===== src/rtl/serial_pkg.sv =====
// rtl/serial_pkg.sv - shared state type, default width and count-width helper for serial_deser
package serial_pkg;

  typedef enum logic [1:0] {
    IDLE  = 2'd0,
    SHIFT = 2'd1,
    PAR   = 2'd2
  } state_t;

  localparam int DEFAULT_WIDTH = 8;

  // Bits needed for a counter that must reach WIDTH (parity slot included).
  function automatic int cnt_width(input int width);
    return $clog2(width + 1);
  endfunction

endpackage


===== src/rtl/deser_out_slice.sv =====
// rtl/deser_out_slice.sv - output word register with valid/ready handshake and overrun pulse
module deser_out_slice
  import serial_pkg::*;
#(
  parameter int WIDTH = DEFAULT_WIDTH
) (
  input  logic             clk,
  input  logic             rst,
  input  logic             commit,
  input  logic [WIDTH-1:0] commit_word,
  input  logic             commit_perr,
  input  logic             dout_ready,
  output logic [WIDTH-1:0] dout,
  output logic             dout_valid,
  output logic             overrun,
  output logic             parity_err
);

  // Load a committed word when the slot is free or being drained this edge; otherwise drop it and flag overrun.
  always_ff @(posedge clk) begin
    if (rst) begin
      dout       <= '0;
      dout_valid <= 1'b0;
      overrun    <= 1'b0;
      parity_err <= 1'b0;
    end else begin
      overrun <= 1'b0;
      if (commit) begin
        if (!dout_valid || dout_ready) begin
          dout       <= commit_word;
          parity_err <= commit_perr;
          dout_valid <= 1'b1;
        end else begin
          overrun <= 1'b1;
        end
      end else if (dout_valid && dout_ready) begin
        dout_valid <= 1'b0;
      end
    end
  end

endmodule


===== src/rtl/serial_deser.sv =====
// rtl/serial_deser.sv - LSB-first serial-to-parallel word assembler; optional even parity via SERIAL_DESER_PARITY_EN
module serial_deser
  import serial_pkg::*;
#(
  parameter int WIDTH = DEFAULT_WIDTH
) (
  input  logic             clk,
  input  logic             rst,
  input  logic             bit_valid,
  input  logic             bit_in,
  output logic [WIDTH-1:0] dout,
  output logic             dout_valid,
  input  logic             dout_ready,
  output logic             overrun,
  output logic             parity_err
);

  localparam int CW = cnt_width(WIDTH);

  state_t           state, state_n;
  logic [CW-1:0]    count, count_n;
  logic [WIDTH-1:0] sreg, sreg_n;
  logic             commit;
  logic [WIDTH-1:0] commit_word;
  logic             commit_perr;

  // State, bit counter and shift register; reset discards any partial word.
  always_ff @(posedge clk) begin
    if (rst) begin
      state <= IDLE;
      count <= '0;
      sreg  <= '0;
    end else begin
      state <= state_n;
      count <= count_n;
      sreg  <= sreg_n;
    end
  end

  // Next-state: place each qualified bit at its count position and commit on the last one.
  always_comb begin
    state_n     = state;
    count_n     = count;
    sreg_n      = sreg;
    commit      = 1'b0;
    commit_word = sreg;
    commit_perr = 1'b0;
    case (state)
      IDLE: begin
        if (bit_valid) begin
          sreg_n[0] = bit_in;
          count_n   = CW'(1);
          state_n   = SHIFT;
        end
      end
      SHIFT: begin
        if (bit_valid) begin
          for (int i = 0; i < WIDTH; i++) begin
            if (count == CW'(i)) sreg_n[i] = bit_in;
          end
          if (count == CW'(WIDTH - 1)) begin
`ifdef SERIAL_DESER_PARITY_EN
            count_n = CW'(WIDTH);
            state_n = PAR;
`else
            commit      = 1'b1;
            commit_word = sreg_n;
            count_n     = '0;
            state_n     = IDLE;
`endif
          end else begin
            count_n = count + CW'(1);
          end
        end
      end
`ifdef SERIAL_DESER_PARITY_EN
      PAR: begin
        if (bit_valid) begin
          commit      = 1'b1;
          commit_word = sreg;
          commit_perr = ^{sreg, bit_in};
          count_n     = '0;
          state_n     = IDLE;
        end
      end
`endif
      default: state_n = IDLE;
    endcase
  end

  deser_out_slice #(.WIDTH(WIDTH)) u_out (
    .clk         (clk),
    .rst         (rst),
    .commit      (commit),
    .commit_word (commit_word),
    .commit_perr (commit_perr),
    .dout_ready  (dout_ready),
    .dout        (dout),
    .dout_valid  (dout_valid),
    .overrun     (overrun),
    .parity_err  (parity_err)
  );

endmodule


===== config.mk =====
export PLATFORM = sky130hd
export DESIGN_NAME = serial_deser
export DESIGN_NICKNAME = d
export VERILOG_FILES = /design/src/rtl/serial_pkg.sv /design/src/rtl/deser_out_slice.sv /design/src/rtl/serial_deser.sv
export SDC_FILE = /design/constraint.sdc
export NUM_CORES = 1
export LEC_CHECK = 0
export CAP_MARGIN = 20
export CORE_UTILIZATION = 47
export DETAILED_ROUTE_END_ITERATION = 7
export PLACE_DENSITY = 0.69
export SLEW_MARGIN = 20
export SYNTH_ARGS = -nofsm -noshare
export SYNTH_HDL_FRONTEND = slang
export SYNTH_SLANG_ARGS = --single-unit

===== constraint.sdc =====
create_clock -name clk -period 1.73 [get_ports clk]
set_input_delay 0.519 -clock clk [delete_from_list [all_inputs] [get_ports clk]]
set_output_delay 0.519 -clock clk [all_outputs]
set_load 0.01 [all_outputs]

Word level (Yosys, flattened, before mapping)
Index checks and enable logic that the tools add are counted.

operators by class
  add/sub/neg operators = 1
  equal/unequal tests = 12
  muxes and demuxes = 29
  bitwise logic cells = 1
  reductions and logical operators = 13

operators with widths
  operator             number
  $mux 8               3
  $mux 1               17
  $eq 4x3->1 const B   4
  $mux 4               3
  $eq 4x2->1 const B   2
  $pmux 4 s2           1
  $mux 2               3
  $ne 2x2->1 const B   3
  $reduce_and 2->1     3
  $reduce_and 3->1     2
  $add 4x1->4 const B  1
  $eq 4x1->1 const B   1
  $logic_not 4->1      1
  $pmux 2 s2           1
  $reduce_bool 2->1    2
  $eq 2x1->1 const B   1
  $logic_not 2->1      1
  $ne 2x1->1 const B   1
  $pmux 1 s2           1
  $reduce_or 2->1      1
  $logic_and 1x1->1    1
  $logic_not 1->1      1
  $logic_or 1x1->1     1
  $not 1->1            1

word-level totals
  flip-flop bits (word level) = 24
  bits of input ports = 5

Logic depth before layout (Yosys ltp)
  word-level depth = 6
  depth in mapped cells = 8
  gate-level depth less buffers = 6

Modules after synthesis
A second synthesis with hierarchy kept.

second synthesis, totals
  cells, all modules = 131
  area total of the unflattened synthesis = 1278.7 um^2

by module, submodules not included
  module           instances  cells an instance  area each (um^2)
  serial_deser     1          85                 799.5
  deser_out_slice  1          46                 479.2

Worst setup path after synthesis
OpenSTA, ideal clock, no wires.

  path kind = register -> register
  start point = register count[0]
  end point = register sreg[0]
  library setup time = 0.129 ns
  arrival = 1.513 ns
  required time = 1.601 ns
  path slack = 0.088 ns
  stages on the path, launching flop included = 7
  buffers on the path = 0
  clock period less this slack = 1.642 ns
  path through = dfxtp_1 > inv_1 > ha_1 > or3b_2 > a21boi_0 > mux2i_1 > nor2_1

on the way
  longest elaborated chain between the ends = 4

RTL lines
  what                    line                text
  from (decl)             serial_deser.sv:21  logic [CW-1:0] count, count_n;
  from (signal assigned)  serial_deser.sv:35  count <= count_n;
  $logic_not 4->1         serial_deser.sv:59  if (count == CW'(i)) sreg_n[i] = bit_in;
  $mux 1                  serial_deser.sv:59
  $mux 1                  serial_deser.sv:57  if (bit_valid) begin
  $pmux 1 s2              serial_deser.sv:48  case (state)
  to (signal assigned)    serial_deser.sv:36  sreg <= sreg_n;
  to (decl)               serial_deser.sv:22  logic [WIDTH-1:0] sreg, sreg_n;

No other way between the ends. The select of a mux whose other input is x is not followed.
A chain may end at the register's enable or synchronous reset.

Worst setup path in the final report
  start point = input bit_valid
  end point = register u_out.dout[5]

on the way
  longest elaborated chain between the ends = 3
  elaborated cells on any way between the ends = 5
  those cells by class = 4 x mux; 1 x reduce/logical

RTL lines
  what                        line                   text
  from (decl)                 serial_deser.sv:9      input logic bit_valid,
  $mux 1                      serial_deser.sv:57
  $mux 1                      serial_deser.sv:48
  $reduce_and 2->1 (no line)  n/a
  to (signal assigned)        deser_out_slice.sv:30  dout <= commit_word;
  to (decl)                   deser_out_slice.sv:13  output logic [WIDTH-1:0] dout,

Parallel ways exist; a longest one is shown, timed or not.

==> impl_metrics.prom <==
# TYPE chip_impl_metric gauge
chip_impl_metric{name="layout.core_utilization",unit="%"} 62.4
chip_impl_info{name="setup.worst_path.class",value="in -> reg"} 1
chip_impl_info{name="critical_path.reg2reg.startpoint",value="count[1]"} 1
chip_impl_metric{name="cts.clk_slew.worst_paths",unit="ns"} 0.12
chip_impl_metric{name="setup-violations-final",unit=""} 0
chip_impl_metric{name="synth.yosys.warnings",unit=""} 0
chip_impl_info{name="rsz0062_at_grt",value="false"} 1
chip_impl_metric{name="die-area",unit="mm²"} 0.00259
chip_impl_metric{name="tritoncts_num_sinks",unit=""} 22
chip_impl_metric{name="overall_power_after_layout",unit="mW"} 1.00
chip_impl_metric{name="postSynthRegisterBits",unit=""} 22
chip_impl_metric{name="power_density",unit="mW/mm²"} 719
chip_impl_metric{name="die_width",unit="µm"} 50.9
chip_impl_info{name="worst_setup_startpoint",value="bit_valid"} 1
chip_impl_metric{name="syn_to_final_growth",unit="%"} 24.1
chip_impl_metric{name="place_hpwl",unit="µm"} 1600
chip_impl_metric{name="final.fill_count",unit=""} 208
chip_impl_metric{name="largest_net_degree_at_the_start_of_global_routing",unit=""} 23
chip_impl_metric{name="routed_wire_length_per_instance",unit="µm"} 12.9
chip_impl_metric{name="synth_edf_count",unit=""} 0
chip_impl_metric{name="clock_tree.buffer_depth",unit=""} 2
chip_impl_metric{name="multi_input_gate_area",unit="µm²"} 582
chip_impl_metric{name="place_area",unit="mm²"} 0.00132
chip_impl_metric{name="hold_ws",unit="ns"} 0.472
chip_impl_info{name="start_kind",value="primary input"} 1
chip_impl_metric{name="cts-htree-levels",unit=""} 1
chip_impl_metric{name="drive_gt1_share",unit="%"} 22.5
chip_impl_metric{name="cts_hold_repair.buffers",unit=""} 0
chip_impl_metric{name="global_route.overflow_total",unit=""} 0
chip_impl_metric{name="layout.cells.non_filler",unit=""} 179
chip_impl_metric{name="wire_length_of_the_first_global_routing_pass",unit="µm"} 3880
chip_impl_metric{name="first_global_vias",unit=""} 894
chip_impl_metric{name="yosysUniqueCellTypes",unit=""} 36
chip_impl_info{name="min-delay-path-class",value="reg -> reg"} 1
chip_impl_metric{name="cts_buffers",unit=""} 3
chip_impl_info{name="run_status",value="finished, final reports clean"} 1
chip_impl_info{name="crit_path_end_kind",value="flop"} 1
chip_impl_metric{name="post_synthesis_cells",unit=""} 127
chip_impl_metric{name="r2r_slack",unit="ns"} 0.15
chip_impl_metric{name="rows",unit=""} 17
chip_impl_metric{name="final_antenna_net_count",unit=""} 0
chip_impl_metric{name="syn_area",unit="mm²"} 0.00112
chip_impl_info{name="clock_tree_from_tritoncts",value="built"} 1
chip_impl_metric{name="diodes",unit=""} 0
chip_impl_metric{name="detail_route.first_pass.iterations",unit=""} 4
chip_impl_metric{name="initial_core_util",unit="%"} 50.3
chip_impl_metric{name="portBuffers",unit=""} 14
chip_impl_metric{name="sequential_cell_area",unit="µm²"} 440
chip_impl_metric{name="final_count_of_hold_timing_violations",unit=""} 0
chip_impl_metric{name="finalWeightedCongestion",unit=""} 0.749
chip_impl_metric{name="crit_fanout",unit=""} 12
chip_impl_metric{name="synth_async_sr_flop_share",unit="%"} 0
chip_impl_metric{name="coreArea",unit="mm²"} 0.00223
chip_impl_metric{name="final_nets",unit=""} 161
chip_impl_metric{name="clock_skew",unit="ns"} 0.00962
chip_impl_info{name="critical_path_cell_sequence",value="clkdlybuf4s50_1 > and4b_1 > and3_4 > buf_4 > nor2_2 > a211oi_2"} 1
chip_impl_metric{name="mappedNetlistNets",unit=""} 136
chip_impl_metric{name="period_minus_slack",unit="ns"} 1.59
chip_impl_metric{name="synth.yosys.seq_area_share",unit="%"} 39.2
chip_impl_info{name="worst_hold_startpoint",value="sreg[5]"} 1
chip_impl_metric{name="place_inst",unit=""} 171
chip_impl_metric{name="grt_util_all_layers",unit="%"} 20.2
chip_impl_metric{name="ios",unit=""} 16
chip_impl_info{name="synth_flop_cell",value="dfxtp_1"} 1
chip_impl_metric{name="worstSkewPairLatency",unit="ns"} 0.32
chip_impl_metric{name="irDropWorstVdd",unit="V"} 0.000562
chip_impl_metric{name="syn_area_per_cell",unit="µm²"} 8.84
chip_impl_metric{name="p_leak",unit="nW"} 0.588
chip_impl_metric{name="dieHeight",unit="µm"} 50.9
chip_impl_metric{name="via_count",unit=""} 960
chip_impl_metric{name="detail_route.vias_per_cell",unit=""} 5.36
chip_impl_metric{name="drt-total-wl",unit="µm"} 2320
chip_impl_metric{name="critical-path-max-stage-delay",unit="ns"} 0.47
chip_impl_metric{name="final_cell_area",unit="mm²"} 0.00139
chip_impl_metric{name="drt_drc_violations_left",unit=""} 0
chip_impl_metric{name="antenna_found_initial",unit=""} 0
chip_impl_metric{name="final.period_utilization",unit="%"} 92.1
chip_impl_info{name="crit_slowest_cell",value="clkdlybuf4s50_1"} 1
chip_impl_metric{name="slew_viol_final",unit=""} 0
chip_impl_metric{name="maxCapViolations",unit=""} 0
chip_impl_metric{name="timing.fmax",unit="GHz"} 0.627
chip_impl_metric{name="cp.required",unit="ns"} 1.97
chip_impl_metric{name="drt_iter0_drc",unit=""} 38
chip_impl_info{name="root_driver",value="clkbuf_4"} 1
chip_impl_metric{name="worstPathArrival",unit="ns"} 1.83
==> cell usage after synthesis (2+ instances only) <==
master	n	area share [%]
dfxtp_1	22	39
a21oi_1	9	4.0
inv_1	2	0.67
mux2i_1	6	5.4
nor2_1	8	2.7
buf_6	3	3.0
clkbuf_1	2	0.67
a311oi_1	3	2.3
nand3b_1	4	2.7
ha_1	4	4.5
buf_4	3	2.0
nor3_1	3	1.3
nor2_2	3	1.7
nand3_1	11	4.9
nand2_1	21	7.0
a211oi_2	3	3.3
==> layout make-up <==
type	instances	share of cell area, %
clock buffers	3	1.62
clock inverters	1	2.16
flip-flops and latches	22	31.6
multi-input cells	92	41.8
well taps	28	2.52
inverters	2	0.539
repair buffers	31	19.8
==> worst paths after layout <==
kind	to	cells after the start
worst min-delay path	sreg[5]	2
worst min register to register	sreg[5]	2
worst max-delay path	u_out.dout[5]	6
worst max register to register	sreg[0]	6
==> state kept, by name, indices dropped and copies added, names as in the netlist <==
| signal | count |
|---|---|
| u_out.dout | 8 |
| sreg | 7 |
| count | 4 |
| state | 1 |
| u_out.dout_valid | 1 |
| u_out.overrun | 1 |
==> routing by layer <==
metal | part of all wire (%) | vias up | track usage (%)
li1 | - | 479 | -
met1 | 45 | 459 | 23.6
met2 | 50 | 18 | 36.0
met3 | 2.8 | 4 | 2.98
met4 | 1.9 | 0 | 9.72
met5 | 0 | - | 0
==> stage by stage <==
step | worst slack, ns | setup TNS [ns]
3_5_place_dp | -0.189 | -1.66
3_3_place_gp | -0.134 | -1.26
5_1_grt | 0.0458 | 0
4_1_cts | 0.00434 | 0
2_1_floorplan | 0.0881 | 0
6_report | 0.136 | 0
==> critical path: cells and delay by family <==
family,cells,cell delay [ns]
AO/OA/AOI/OAI,1,0.18
buffers and inverters,2,0.62
AND/OR/NAND/NOR,3,0.51
==> power breakdown <==
| part | total (mW) | switching [mW] | internal (mW) | leakage [nW] |
|---|---|---|---|---|
| clock network | 0.400 | 0.165 | 0.234 | 0.0279 |
| logic | 0.0823 | 0.0431 | 0.0392 | 0.382 |
| registers | 0.519 | 0.00595 | 0.513 | 0.178 |
==> repair_timing <==
item,CTS,global route
pin swaps,0,1
endpoints found under the setup margin,8,4
resized for setup,8,3
setup buffers,0,4
==> cell families after synthesis <==
family	count (synthesis)	share of synthesized area (%)
other	1	0.334
muxes	6	5.35
AOI/OAI and AO/OA	19	12.3
adders and majority gates	4	4.46
and+or+nand+nor	61	28.7
DFF	22	39.2
xor gates and xnor gates	1	0.781
buffers and inverters	13	8.92
==> placed cells by master, fill, tap and decap left out <==
master / n
a211oi_1: 1
a211oi_2: 3
a21boi_1: 1
a21oi_1: 9
a21oi_2: 1
a311oi_1: 3
and2_2: 1
and3_4: 1
and4b_1: 1
buf_12: 1
buf_4: 16
bufinv_16: 1
clkbuf_4: 3
clkdlybuf4s50_1: 4
conb_1: 1
dfxtp_1: 22
dlygate4sd2_1: 8
dlymetal6s2s_1: 2
ha_1: 4
inv_1: 2
mux2i_1: 6
nand2_1: 21
nand2b_1: 1
nand2b_2: 1
nand3_1: 11
nand3_2: 1
nand3b_1: 4
nand4_1: 1
nor2_1: 8
nor2_2: 3
nor2b_1: 1
nor3_1: 3
nor4bb_1: 1
o21ai_0: 1
or2b_2: 1
or3b_2: 1
xor2_1: 1
No activity file was read; power rests on OpenSTA's default activity.
